### src/rtl/wb_pkg.sv
// Shared types and helpers for the write-back stage: entry layout, load size
// encoding and load-data extension.
package wb_pkg;

  localparam int unsigned XLEN_DEFAULT = 64;
  localparam int unsigned REG_ADDR_W   = 5;
  localparam int unsigned NUM_REGS     = 32;

  typedef enum logic [1:0] {
    SZ_B = 2'd0,
    SZ_H = 2'd1,
    SZ_W = 2'd2,
    SZ_D = 2'd3
  } mem_size_e;

  typedef struct packed {
    logic [REG_ADDR_W-1:0]   rd;
    logic [XLEN_DEFAULT-1:0] data;
  } wb_entry_t;

  // Sign- or zero-extend an LSB-aligned load value to the full word.
  function automatic logic [XLEN_DEFAULT-1:0] load_extend(
    input logic [XLEN_DEFAULT-1:0] data,
    input mem_size_e               size,
    input logic                    is_unsigned
  );
    logic [XLEN_DEFAULT-1:0] r;
    case (size)
      SZ_B:    r = {{(XLEN_DEFAULT-8){data[7] & ~is_unsigned}},   data[7:0]};
      SZ_H:    r = {{(XLEN_DEFAULT-16){data[15] & ~is_unsigned}}, data[15:0]};
      SZ_W:    r = {{(XLEN_DEFAULT-32){data[31] & ~is_unsigned}}, data[31:0]};
      default: r = data;
    endcase
    return r;
  endfunction

endpackage

### src/rtl/wb_fifo.sv
// Synchronous FIFO of write-back entries; exposes per-slot rd and valid bits
// so the parent can track which registers have loads in flight.
module wb_fifo
  import wb_pkg::*;
#(
  parameter int unsigned DEPTH = 4
) (
  input  logic                             clk,
  input  logic                             rst,
  input  logic                             push,
  input  wb_entry_t                        push_entry,
  input  logic                             pop,
  output wb_entry_t                        head,
  output logic                             full,
  output logic                             empty,
  output logic [$clog2(DEPTH):0]           count,
  output logic [DEPTH-1:0][REG_ADDR_W-1:0] entry_rd,
  output logic [DEPTH-1:0]                 entry_valid
);

  localparam int unsigned PTR_W = $clog2(DEPTH);
  localparam int unsigned CNT_W = PTR_W + 1;

  wb_entry_t              r_mem [DEPTH];
  logic [DEPTH-1:0]       r_valid;
  logic [PTR_W-1:0]       r_wr_ptr;
  logic [PTR_W-1:0]       r_rd_ptr;
  logic [CNT_W-1:0]       r_count;
  logic                   w_do_push;
  logic                   w_do_pop;

  assign full      = (r_count == CNT_W'(DEPTH));
  assign empty     = (r_count == '0);
  assign count     = r_count;
  assign head      = r_mem[r_rd_ptr];
  assign w_do_push = push && !full;
  assign w_do_pop  = pop && !empty;

  // Payload storage needs no reset; validity is tracked separately.
  always_ff @(posedge clk) begin
    if (w_do_push) begin
      r_mem[r_wr_ptr] <= push_entry;
    end
  end

  always_ff @(posedge clk) begin
    if (rst) begin
      r_valid  <= '0;
      r_wr_ptr <= '0;
      r_rd_ptr <= '0;
      r_count  <= '0;
    end else begin
      if (w_do_push) begin
        r_valid[r_wr_ptr] <= 1'b1;
        r_wr_ptr          <= r_wr_ptr + PTR_W'(1);
      end
      if (w_do_pop) begin
        r_valid[r_rd_ptr] <= 1'b0;
        r_rd_ptr          <= r_rd_ptr + PTR_W'(1);
      end
      case ({w_do_push, w_do_pop})
        2'b10:   r_count <= r_count + CNT_W'(1);
        2'b01:   r_count <= r_count - CNT_W'(1);
        default: r_count <= r_count;
      endcase
    end
  end

  for (genvar i = 0; i < DEPTH; i++) begin : g_rd
    assign entry_rd[i] = r_mem[i].rd;
  end
  assign entry_valid = r_valid;

endmodule

### src/rtl/writeback_unit.sv
// Write-back stage: arbitrates ALU results over buffered load results and drives
// the register bank write port. Define WB_STATS_EN to add the stall_cycles counter.
module writeback_unit
  import wb_pkg::*;
#(
  parameter int unsigned XLEN       = XLEN_DEFAULT,
  parameter int unsigned FIFO_DEPTH = 4
) (
  input  logic                  clk,
  input  logic                  rst,
  input  logic                  alu_valid,
  input  logic [REG_ADDR_W-1:0] alu_rd,
  input  logic [XLEN-1:0]       alu_data,
  input  logic                  mem_valid,
  output logic                  mem_ready,
  input  logic [REG_ADDR_W-1:0] mem_rd,
  input  logic [XLEN-1:0]       mem_data,
  input  logic [1:0]            mem_size,
  input  logic                  mem_unsigned,
  output logic                  wb_regwrite,
  output logic [REG_ADDR_W-1:0] wb_rd,
  output logic [XLEN-1:0]       wb_data,
  output logic [NUM_REGS-1:0]   pending_mask
`ifdef WB_STATS_EN
  ,
  output logic [31:0]           stall_cycles
`endif
);

  localparam int unsigned CNT_W = $clog2(FIFO_DEPTH) + 1;

  logic                                  w_alu_win;
  logic                                  w_push;
  logic                                  w_pop;
  logic                                  w_full;
  logic                                  w_empty;
  logic [CNT_W-1:0]                      w_count;
  wb_entry_t                             w_push_entry;
  wb_entry_t                             w_head;
  logic [FIFO_DEPTH-1:0][REG_ADDR_W-1:0] w_entry_rd;
  logic [FIFO_DEPTH-1:0]                 w_entry_valid;
  logic [NUM_REGS-1:0]                   w_pending;
  logic                                  r_regwrite;
  logic [REG_ADDR_W-1:0]                 r_rd;
  logic [XLEN-1:0]                       r_data;

  assign w_alu_win = alu_valid && (alu_rd != '0);
  assign w_pop     = !w_alu_win && !w_empty;
  assign mem_ready = !rst && (w_count < CNT_W'(FIFO_DEPTH));
  // Loads to x0 complete the handshake but never occupy a slot.
  assign w_push    = mem_valid && !rst && !w_full && (mem_rd != '0);

  assign w_push_entry.rd   = mem_rd;
  assign w_push_entry.data = load_extend(XLEN_DEFAULT'(mem_data), mem_size_e'(mem_size),
                                         mem_unsigned);

  wb_fifo #(.DEPTH(FIFO_DEPTH)) u_fifo (
    .clk        (clk),
    .rst        (rst),
    .push       (w_push),
    .push_entry (w_push_entry),
    .pop        (w_pop),
    .head       (w_head),
    .full       (w_full),
    .empty      (w_empty),
    .count      (w_count),
    .entry_rd   (w_entry_rd),
    .entry_valid(w_entry_valid)
  );

  // Output register: ALU has priority, else FIFO head, else hold rd/data.
  always_ff @(posedge clk) begin
    if (rst) begin
      r_regwrite <= 1'b0;
      r_rd       <= '0;
      r_data     <= '0;
    end else if (w_alu_win) begin
      r_regwrite <= 1'b1;
      r_rd       <= alu_rd;
      r_data     <= alu_data;
    end else if (w_pop) begin
      r_regwrite <= 1'b1;
      r_rd       <= w_head.rd;
      r_data     <= XLEN'(w_head.data);
    end else begin
      r_regwrite <= 1'b0;
    end
  end

  assign wb_regwrite = r_regwrite;
  assign wb_rd       = r_rd;
  assign wb_data     = r_data;

  always_comb begin
    w_pending = '0;
    for (int i = 0; i < int'(FIFO_DEPTH); i++) begin
      if (w_entry_valid[i]) begin
        w_pending[w_entry_rd[i]] = 1'b1;
      end
    end
  end
  assign pending_mask = w_pending;

`ifdef WB_STATS_EN
  logic [31:0] r_stall_cycles;

  // Counts cycles where a buffered load is held off by an ALU write.
  always_ff @(posedge clk) begin
    if (rst) begin
      r_stall_cycles <= '0;
    end else if (w_alu_win && !w_empty && (r_stall_cycles != '1)) begin
      r_stall_cycles <= r_stall_cycles + 32'd1;
    end
  end
  assign stall_cycles = r_stall_cycles;
`endif

endmodule

### config.mk
export PLATFORM = sky130hd
export DESIGN_NAME = writeback_unit
export DESIGN_NICKNAME = d
export VERILOG_FILES = /design/src/rtl/wb_pkg.sv /design/src/rtl/wb_fifo.sv /design/src/rtl/writeback_unit.sv
export SDC_FILE = /design/constraint.sdc
export NUM_CORES = 1
export LEC_CHECK = 0
export CAP_MARGIN = 20
export CORE_ASPECT_RATIO = 0.5
export CORE_UTILIZATION = 40
export CTS_CLUSTER_SIZE = 28
export DETAILED_ROUTE_END_ITERATION = 10
export SKIP_LAST_GASP = 1
export SYNTH_ARGS = -nofsm -noshare
export SYNTH_HDL_FRONTEND = slang
export SYNTH_HIERARCHICAL = 1
export SYNTH_SLANG_ARGS = --single-unit
### constraint.sdc
create_clock -name clk -period 4.1 [get_ports clk]
set_input_delay 1.025 -clock clk [delete_from_list [all_inputs] [get_ports clk]]
set_output_delay 1.025 -clock clk [all_outputs]
set_load 0.1 [all_outputs]
* Word level (Yosys, flattened, before mapping)
Memories as Yosys holds them, arrays and structs flattened. A register that Yosys moved wholly into a read port is not among the register bits. Index checks and enable logic that the tools add are counted.
Storage, ports and cells: register bits after elaboration 81, bits in writable memories 276, output and inout bits 103, memories kept 1
Memories:
- u_fifo.r_mem | depth 4, bits a word 69, rd ports 5, clocked after Yosys merged registers in 1, write ports 1, line wb_fifo.sv:24 | wb_entry_t r_mem [DEPTH];
Operators by class: add/sub/neg operators 4, order comparisons 13, eq/ne operators 5, muxes and demuxes 31, bitwise gates (word level) 10, reduce and logical (&&, ||, !) cells 24
Operators by type and width (count):
- $pmux 64 s3 | 1
- $mux 32 | 4
- $mux 64 | 2
- $or 32x32->32 | 3
- $lt 5x6->1 const B | 4
- $demux 1 s5 | 4
- $ge 5x1->1 const B | 4
- $logic_and 1x1->1 | 14
- $mux 4 | 3
- $mux 1 | 10
- $mux 5 | 2
- $reduce_bool 5->1 | 2
- $lt 2x3->1 const B | 2
- $pmux 3 s2 | 1
- $add 2x1->2 const B | 2
- $and 4x4->4 | 1
- $demux 1 s2 | 2
- $eq 2x1->1 const B | 2
- $eq 2x2->1 const B | 2
- $ge 2x1->1 const B | 2
- $logic_not 1->1 | 4
- $mux 2 | 2
- $not 4->4 | 1
- $or 4x4->4 | 1
- 9 further kinds | 12

* Depth between registers and ports, before layout
Gate-level depths: netlist of the first run.
depth after elaboration 11, gate-level depth with buffers 12

* By module
The synthesis of the first run kept the hierarchy.
Modules (own cells, without submodules):
- wb_fifo | times used 1, cells each 450, area each 10749.1 um2
- writeback_unit | times used 1, cells each 604, area each 4956.0 um2

* Worst setup path after synthesis of the first run
No wires, ideal clock.
path type input to output, from in rst, to out mem_ready, arrival 2.671 ns, path slack 0.404 ns, cell stages on the path 3, path through clkbuf_1 -> clkbuf_1 -> nor2_1
Between the ends: cells in the longest elaborated chain, start to end 2
RTL lines:
- start: declaration | line writeback_unit.sv:10 | input logic rst,
- $logic_not 1->1 | line writeback_unit.sv:49 | assign mem_ready = !rst && (w_count < CNT_W'(FIFO_DEPTH));
- $logic_and 1x1->1 | line writeback_unit.sv:49
- end: declaration | line writeback_unit.sv:15 | output logic mem_ready,
Every way passes these cells.

==> results of run 1 <==
==> through the flow <==
| stage | setup slack, ns | cells | instance area, µm² | total power, W | utilization [%] |
|---|---|---|---|---|---|
| CTS | 0.594 | 1795 | 19600 | 0.00893 | 51.4 |
| detailed placement | 0.163 | 1733 | 18400 | 0.00567 | 48.4 |
| finish | 0.578 | 1797 | 19600 | 0.00884 | 51.4 |
| floorplan | 0.404 | 1054 | 15700 | 0.00521 | - |
| global placement | 0.197 | 1733 | 18400 | 0.00565 | 48.4 |
| global route | 0.510 | 1797 | 19600 | 0.00914 | 51.4 |
==> worst paths after layout <==
kind | startpoint | endpoint | slack (ns) | cells after the start
worst max-delay path | u_fifo/r_mem[2][68] | pending_mask[3] | 0.58 | 4
worst min register to register | u_fifo/r_wr_ptr[1] | u_fifo/r_wr_ptr[1] | 0.55 | 2
worst max register to register | u_fifo/count[0] | u_fifo/r_mem[3][0] | 1.40 | 6
worst min-delay path | u_fifo/r_wr_ptr[1] | u_fifo/r_wr_ptr[1] | 0.55 | 2
==> Yosys cell counts (all sizes together) (5+ instances only) <==
cell and n:
nor2 18, mux2i 71, nor2b 10, o21ai 41, mux4 69, ha 9
edfxtp 276, clkbuf 44, a211oi 128, and4b 6, dfxtp 83, nand2 84
nor4bb 6, o221ai 32, nand3 10, a21oi 9, o21a 5, buf 64
inv 17, a22oi 28
==> power by group through the flow <==
stage,registers [W],logic [W],clock network [W]
finish,0.00415,0.00144,0.00326
CTS,0.00415,0.00145,0.00333
detailed placement,0.00423,0.00145,0
global route,0.00416,0.00152,0.00347
floorplan,0.00468,0.000538,0
global placement,0.00422,0.00143,0
==> metal layers <==
metal	vias up	global-route usage, %	wire length, µm
li1	4625	-	-
met1	5139	26.5	17500
met2	247	36.0	21000
met3	87	3.23	1610
met4	0	6.54	1140
met5	-	0	0
==> critical path, cell delays in order, from the launching register on <==
cell and delay (ns):
edfxtp_1 0.51, nor4b_1 0.78, a22oi_1 0.22, o221ai_1 0.15, buf_4 0.33
==> layout make-up <==
type	count	area [µm²]	share of cell area, %
inverter	17	63.8	0.326
antenna	2	5.00	0.0256
clock buffer	44	1000	5.12
tap	520	651	3.33
multi-input combinational	570	5130	26.2
sequential	359	9960	50.9
clock inverter	18	165	0.844
timing repair buffer	267	2580	13.2
==> cells by family (layout without fill, tap and decap cells) <==
logic type	count (synthesis)	count (layout)
AOI/OAI and AO/OA	255	255
xor gates and xnor gates	3	3
adders and majority gates	10	10
buffers and inverters	125	346
DFF	359	359
muxes	141	141
other	0	2
and+or+nand+nor	161	161
==> state kept, by name, summed over array words and instances (netlist names), named ones only <==
register	cells
u_fifo/r_wr_ptr	2
u_fifo/count	3
u_fifo/r_rd_ptr	2
wb_regwrite	1
u_fifo/entry_valid	4
wb_data	64
u_fifo/r_mem	276
wb_rd	5
==> impl_metrics.json, run 1 <==
{
  "synth_nets": 1209,
  "drc": 0,
  "dieArea_um2": 40100,
  "antenna_left": 0,
  "ys_seq_area_share_pct": 63.4,
  "yosys.area_share.adder_pct": 0.844,
  "powerDensity_nw_per_um2": 452,
  "synth_top_area_cell": "edfxtp_1",
  "rows": 50,
  "crit_path_end_kind": "output pin",
  "ios": 248,
  "fmax_mhz": 284,
  "synth-compound-area-share_pct": 11.7,
  "cp_data_required_time_ns": 3.07,
  "clock_latency_ns": 0.51,
  "die_h_um": 142,
  "rsz0062_at_grt": "no",
  "synth-xor-area-share_pct": 0.167,
  "yosysTopAreaCellShare_pct": 52.8,
  "switching_power_w": 0.00236,
  "hold_viol_final": 0,
  "min_path_type": "reg2reg",
  "antenna_found_initial": 2,
  "seqPwrFrac_pct": 46.9,
  "crit_type": "reg2out",
  "route.vias.total": 10100,
  "drv_cap": 0,
  "post_cts_buffers": 0,
  "grt_pass1_vias": 10500,
  "hpwl_um": 27000,
  "overflow": 0,
  "synthTopCellsByArea": "edfxtp_1 (53%), dfxtp_1 (11%), mux4_2 (9.9%), a211oi_1 (6.1%), mux2i_1 (4.5%)",
  "ys_ff_latch": 359,
  "cellLeakagePower_nw": 6.68,
  "ys_types": 49,
  "worst_slew_pin_slew_ns": 1.09,
  "drt_iter0_drc": 711,
  "final_cell_mix": "edfxtp_1 (276), clkdlybuf4s50_1 (213), a211oi_1 (128)",
  "start_util_pct": 41.3,
  "cts_hold_buf": 0,
  "wl_per_cell_um": 23.0,
  "numCtsBuffers": 35,
  "synthFlopType": "edfxtp_1",
  "finalSetupTns_ns": 0,
  "clk_pin_slew_ns": 0.06,
  "peakVddDrop_uv": 230,
  "cts_tree": "done",
  "status": "finished, final reports clean",
  "min_period_over_period_pct": 85.9,
  "port_buffers": 247,
  "switching_share_pct": 26.7,
  "grt_max_degree": 85,
  "firstDrtPassIters": 5,
  "crit_arrival_ns": 2.50,
  "grtUsageTotal_pct": 20.6,
  "cts_resized": 0,
  "ys_warn_count": 6,
  "power.share.clock_pct": 36.8,
  "synth_mux_area_share_pct": 14.5,
  "whs_ns": 0.551,
  "clockRootBuffer": "clkbuf_16",
  "synth_top_family_by_area": "multiplexers",
  "cp-start-kind": "register",
  "syn2layout_area_growth_pct": 24.6,
  "htree_levels": 2,
  "netlist_instances": 1054,
  "nNetsFinal": 1405,
  "layout_commonest_cell": "edfxtp_1",
  "async_flop_share_pct": 0,
  "setup_viol": 0,
  "synth_edf_count": 276,
  "period_needed_ns": 3.52,
  "place.gp.congestion": 0.831,
  "synth_area_um2": 15700,
  "skew_ns": 0.0132,
  "synth-simple-area-share_pct": 5.31,
  "clk_path_buf_depth": 3,
  "syn_area_per_cell_um2": 14.9,
  "slew_viol_final": 0,
  "cts.sinks": 359,
  "drt_wl_total_um": 41200,
  "final_layout_size_suffix_gt1_share_pct": 15.1,
  "p_int_w": 0.00648,
  "max_slew_margin_pct": 27.4,
  "combPwrFrac_pct": 16.3,
  "via_per_inst": 5.62,
  "crit_fanout": 9,
  "grt_pass1_wl_um": 63100,
  "fill_cells": 3238,
  "die_w_um": 282,
  "core_area_um2": 38000
}
Note: power is estimated with default switching activity, not from simulation.
==> run 2, diff against run 1 <==
--- a/config.mk
+++ b/config.mk
@@ -5,6 +5,7 @@
 export SDC_FILE = /design/constraint.sdc
 export NUM_CORES = 1
 export LEC_CHECK = 0
+export ABC_AREA = 1
 export CAP_MARGIN = 20
 export CORE_ASPECT_RATIO = 0.5
 export CORE_UTILIZATION = 40
==> impl_metrics.json, run 2 <==
{
  "rsz0062_at_grt": "no",
  "max_slew_margin_pct": 27.7,
  "ios": 248,
  "drc": 0,
  "ys_seq_area_share_pct": 59.6,
  "drt_iter0_drc": 997,
  "numCtsBuffers": 36,
  "grt_pass1_wl_um": 70700,
  "fmax_mhz": 310,
  "layout_setup_ws_ns": 0.878,
  "die_h_um": 146,
  "hold_viol_final": 0,
  "yosysTopAreaCellShare_pct": 49.7,
  "netlist_instances": 1786,
  "cts_resized": 0,
  "synth.most_common_cell": "edfxtp_1",
  "antenna_found_initial": 1,
  "dp_slack_ns": 0.861,
  "min_path_type": "reg2reg",
  "grt_max_degree": 112,
  "syn2layout_area_growth_pct": 22.3,
  "peakVddDrop_uv": 387,
  "ys_warn_count": 6,
  "antenna_left": 0,
  "whs_ns": 0.477,
  "nNetsFinal": 2120,
  "skew_ns": 0.0118,
  "overflow": 0,
  "cellLeakagePower_nw": 7.98,
  "globalRouteMet3Util_pct": 2.92,
  "cp-start-kind": "register",
  "synthTopCellsByArea": "edfxtp_1 (50%), dfxtp_1 (10%), nand3_1 (7.0%), nor2_1 (5.7%), nand2_1 (5.1%)",
  "r2r-start": "u_fifo/count[0]",
  "min_path_cells": 1,
  "synth_area_um2": 16700,
  "fill_cells": 3763,
  "via_per_inst": 5.23,
  "start_util_pct": 40.9,
  "hold-path-endpoint": "u_fifo/count[0]",
  "clk_pin_slew_ns": 0.06,
  "crit_arrival_ns": 2.20,
  "clock_latency_ns": 0.52,
  "clockRootBuffer": "clkbuf_16",
  "cts.sinks": 359,
  "grt_pass1_vias": 12500,
  "reg2reg_slack_ns": 1.56,
  "htree_levels": 2,
  "r2r-end": "u_fifo/count[1]",
  "syn_area_per_cell_um2": 9.34,
  "min_period_over_period_pct": 78.6,
  "wl_per_cell_um": 18.0,
  "ys_ff_latch": 359,
  "synthFlopType": "edfxtp_1",
  "cts_tree": "done",
  "post_cts_buffers": 0,
  "layout_commonest_cell": "edfxtp_1",
  "slew_viol_final": 0,
  "status": "finished, final reports clean",
  "setup_viol": 0,
  "firstDrtPassIters": 5,
  "hpwl_um": 29100,
  "worst_slew_pin_slew_ns": 1.08,
  "grtUsageTotal_pct": 21.0,
  "hold_start": "u_fifo/count[0]",
  "reg2regPathDepth": 9,
  "dieArea_um2": 42600,
  "async_flop_share_pct": 0,
  "cts_hold_buf": 0,
  "crit_type": "reg2out",
  "met1_usage_pct": 27.1,
  "core_area_um2": 40800,
  "place.gp.congestion": 0.890,
  "crit_path_end_kind": "output pin",
  "die_w_um": 291,
  "finalSetupTns_ns": 0,
  "gr-max-usage-layer": "met2",
  "top_register": "u_fifo/r_mem",
  "powerDensity_nw_per_um2": 477,
  "final_layout_size_suffix_gt1_share_pct": 7.44,
  "cp_data_required_time_ns": 3.07,
  "crit_fanout": 9,
  "port_buffers": 247,
  "use_met2_pct": 36.9,
  "rows": 52,
  "synth_top_area_cell": "edfxtp_1",
  "synthTopCellsByCount": "edfxtp_1 (276), nor2_1 (254), nand3_1 (232)",
  "ys_types": 32,
  "synth_edf_count": 276,
  "period_needed_ns": 3.22,
  "route.vias.total": 13200,
  "clk_path_buf_depth": 3,
  "final_cell_mix": "edfxtp_1 (276), nor2_1 (254), nand3_1 (231)",
  "drt_wl_total_um": 45700,
  "drv_cap": 0,
  "largest_reg_flops": 276,
  "synth_nets": 1941
}
run 2: cell count changes in the layout (fill, tap and decap cells not counted), sizes merged, moves of 71 or more:
| cell | delta |
|---|---|
| a211oi | -128 |
| a21oi | +81 |
| inv | +172 |
| mux2i | -71 |
| nand2 | +152 |
| nand3 | +224 |
| nor2 | +237 |
| o21ai | +118 |
| o22ai | +86 |
run 2: worst max-delay path, stage by stage, from the launching register on:
cell and delay (ns):
edfxtp_1 0.52, nor3_1 0.47, nand2_1 0.10, o21ai_0 0.10, nor2_1 0.06, o21ai_0 0.09, buf_4 0.33
run 2: per-layer routing:
| layer | vias up | wire length, µm |
|---|---|---|
| li1 | 6475 | - |
| met2 | 324 | 23200 |
| met4 | 0 | 871 |
| met3 | 51 | 1850 |
| met1 | 6375 | 19800 |
| met5 | - | 0 |
run 2: worst max path at each step:
stage / startpoint / end / slack [ns] / depth (start not counted)
after floorplan: u_fifo/r_mem[3][64] / pending_mask[12] / 0.16 / 3
after CTS: u_fifo/r_mem[0][67] / pending_mask[16] / 0.88 / 6
final: u_fifo/r_mem[0][67] / pending_mask[16] / 0.88 / 6
after global routing: u_fifo/r_mem[0][67] / pending_mask[16] / 0.70 / 6
after detailed placement: alu_rd[2] / u_fifo/count[2] / 0.86 / 16
after global placement: alu_rd[2] / u_fifo/count[2] / 0.87 / 16
run 2: kinds of logic after synthesis:
family | synth area share (%)
compound gates | 11.6
fa+ha+maj | 0.795
buf+inv | 8.95
simple gates | 19.0
flops | 59.6
run 2: area by class of cell:
class | instances | area [µm²] | share of cell area, %
antenna | 1 | 2.50 | 0.0123
sequential | 359 | 9950 | 48.8
multi-input combinational | 1104 | 5250 | 25.7
timing repair buffer | 276 | 2660 | 13.0
inverter | 188 | 711 | 3.48
clock inverter | 16 | 184 | 0.901
clock buffer | 47 | 963 | 4.72
tap | 540 | 676 | 3.31
run 2: stage by stage:
step	utilization (%)	area, µm²	cells	power, W
after floorplan	-	16700	1786	0.00591
after global placement	47.2	19300	2467	0.00655
final	50.0	20400	2531	0.00974
after global routing	50.0	20400	2531	0.0102
after CTS	50.0	20400	2530	0.00983
after detailed placement	47.2	19300	2467	0.00656
run 2: power breakdown:
| part | leakage (nW) | internal (W) | switching (W) |
|---|---|---|---|
| logic | 4.21 | 0.000636 | 0.00162 |
| registers | 3.22 | 0.00411 | 0.0000975 |
| clock network | 0.557 | 0.00191 | 0.00135 |
| total | 7.98 | 0.00666 | 0.00307 |
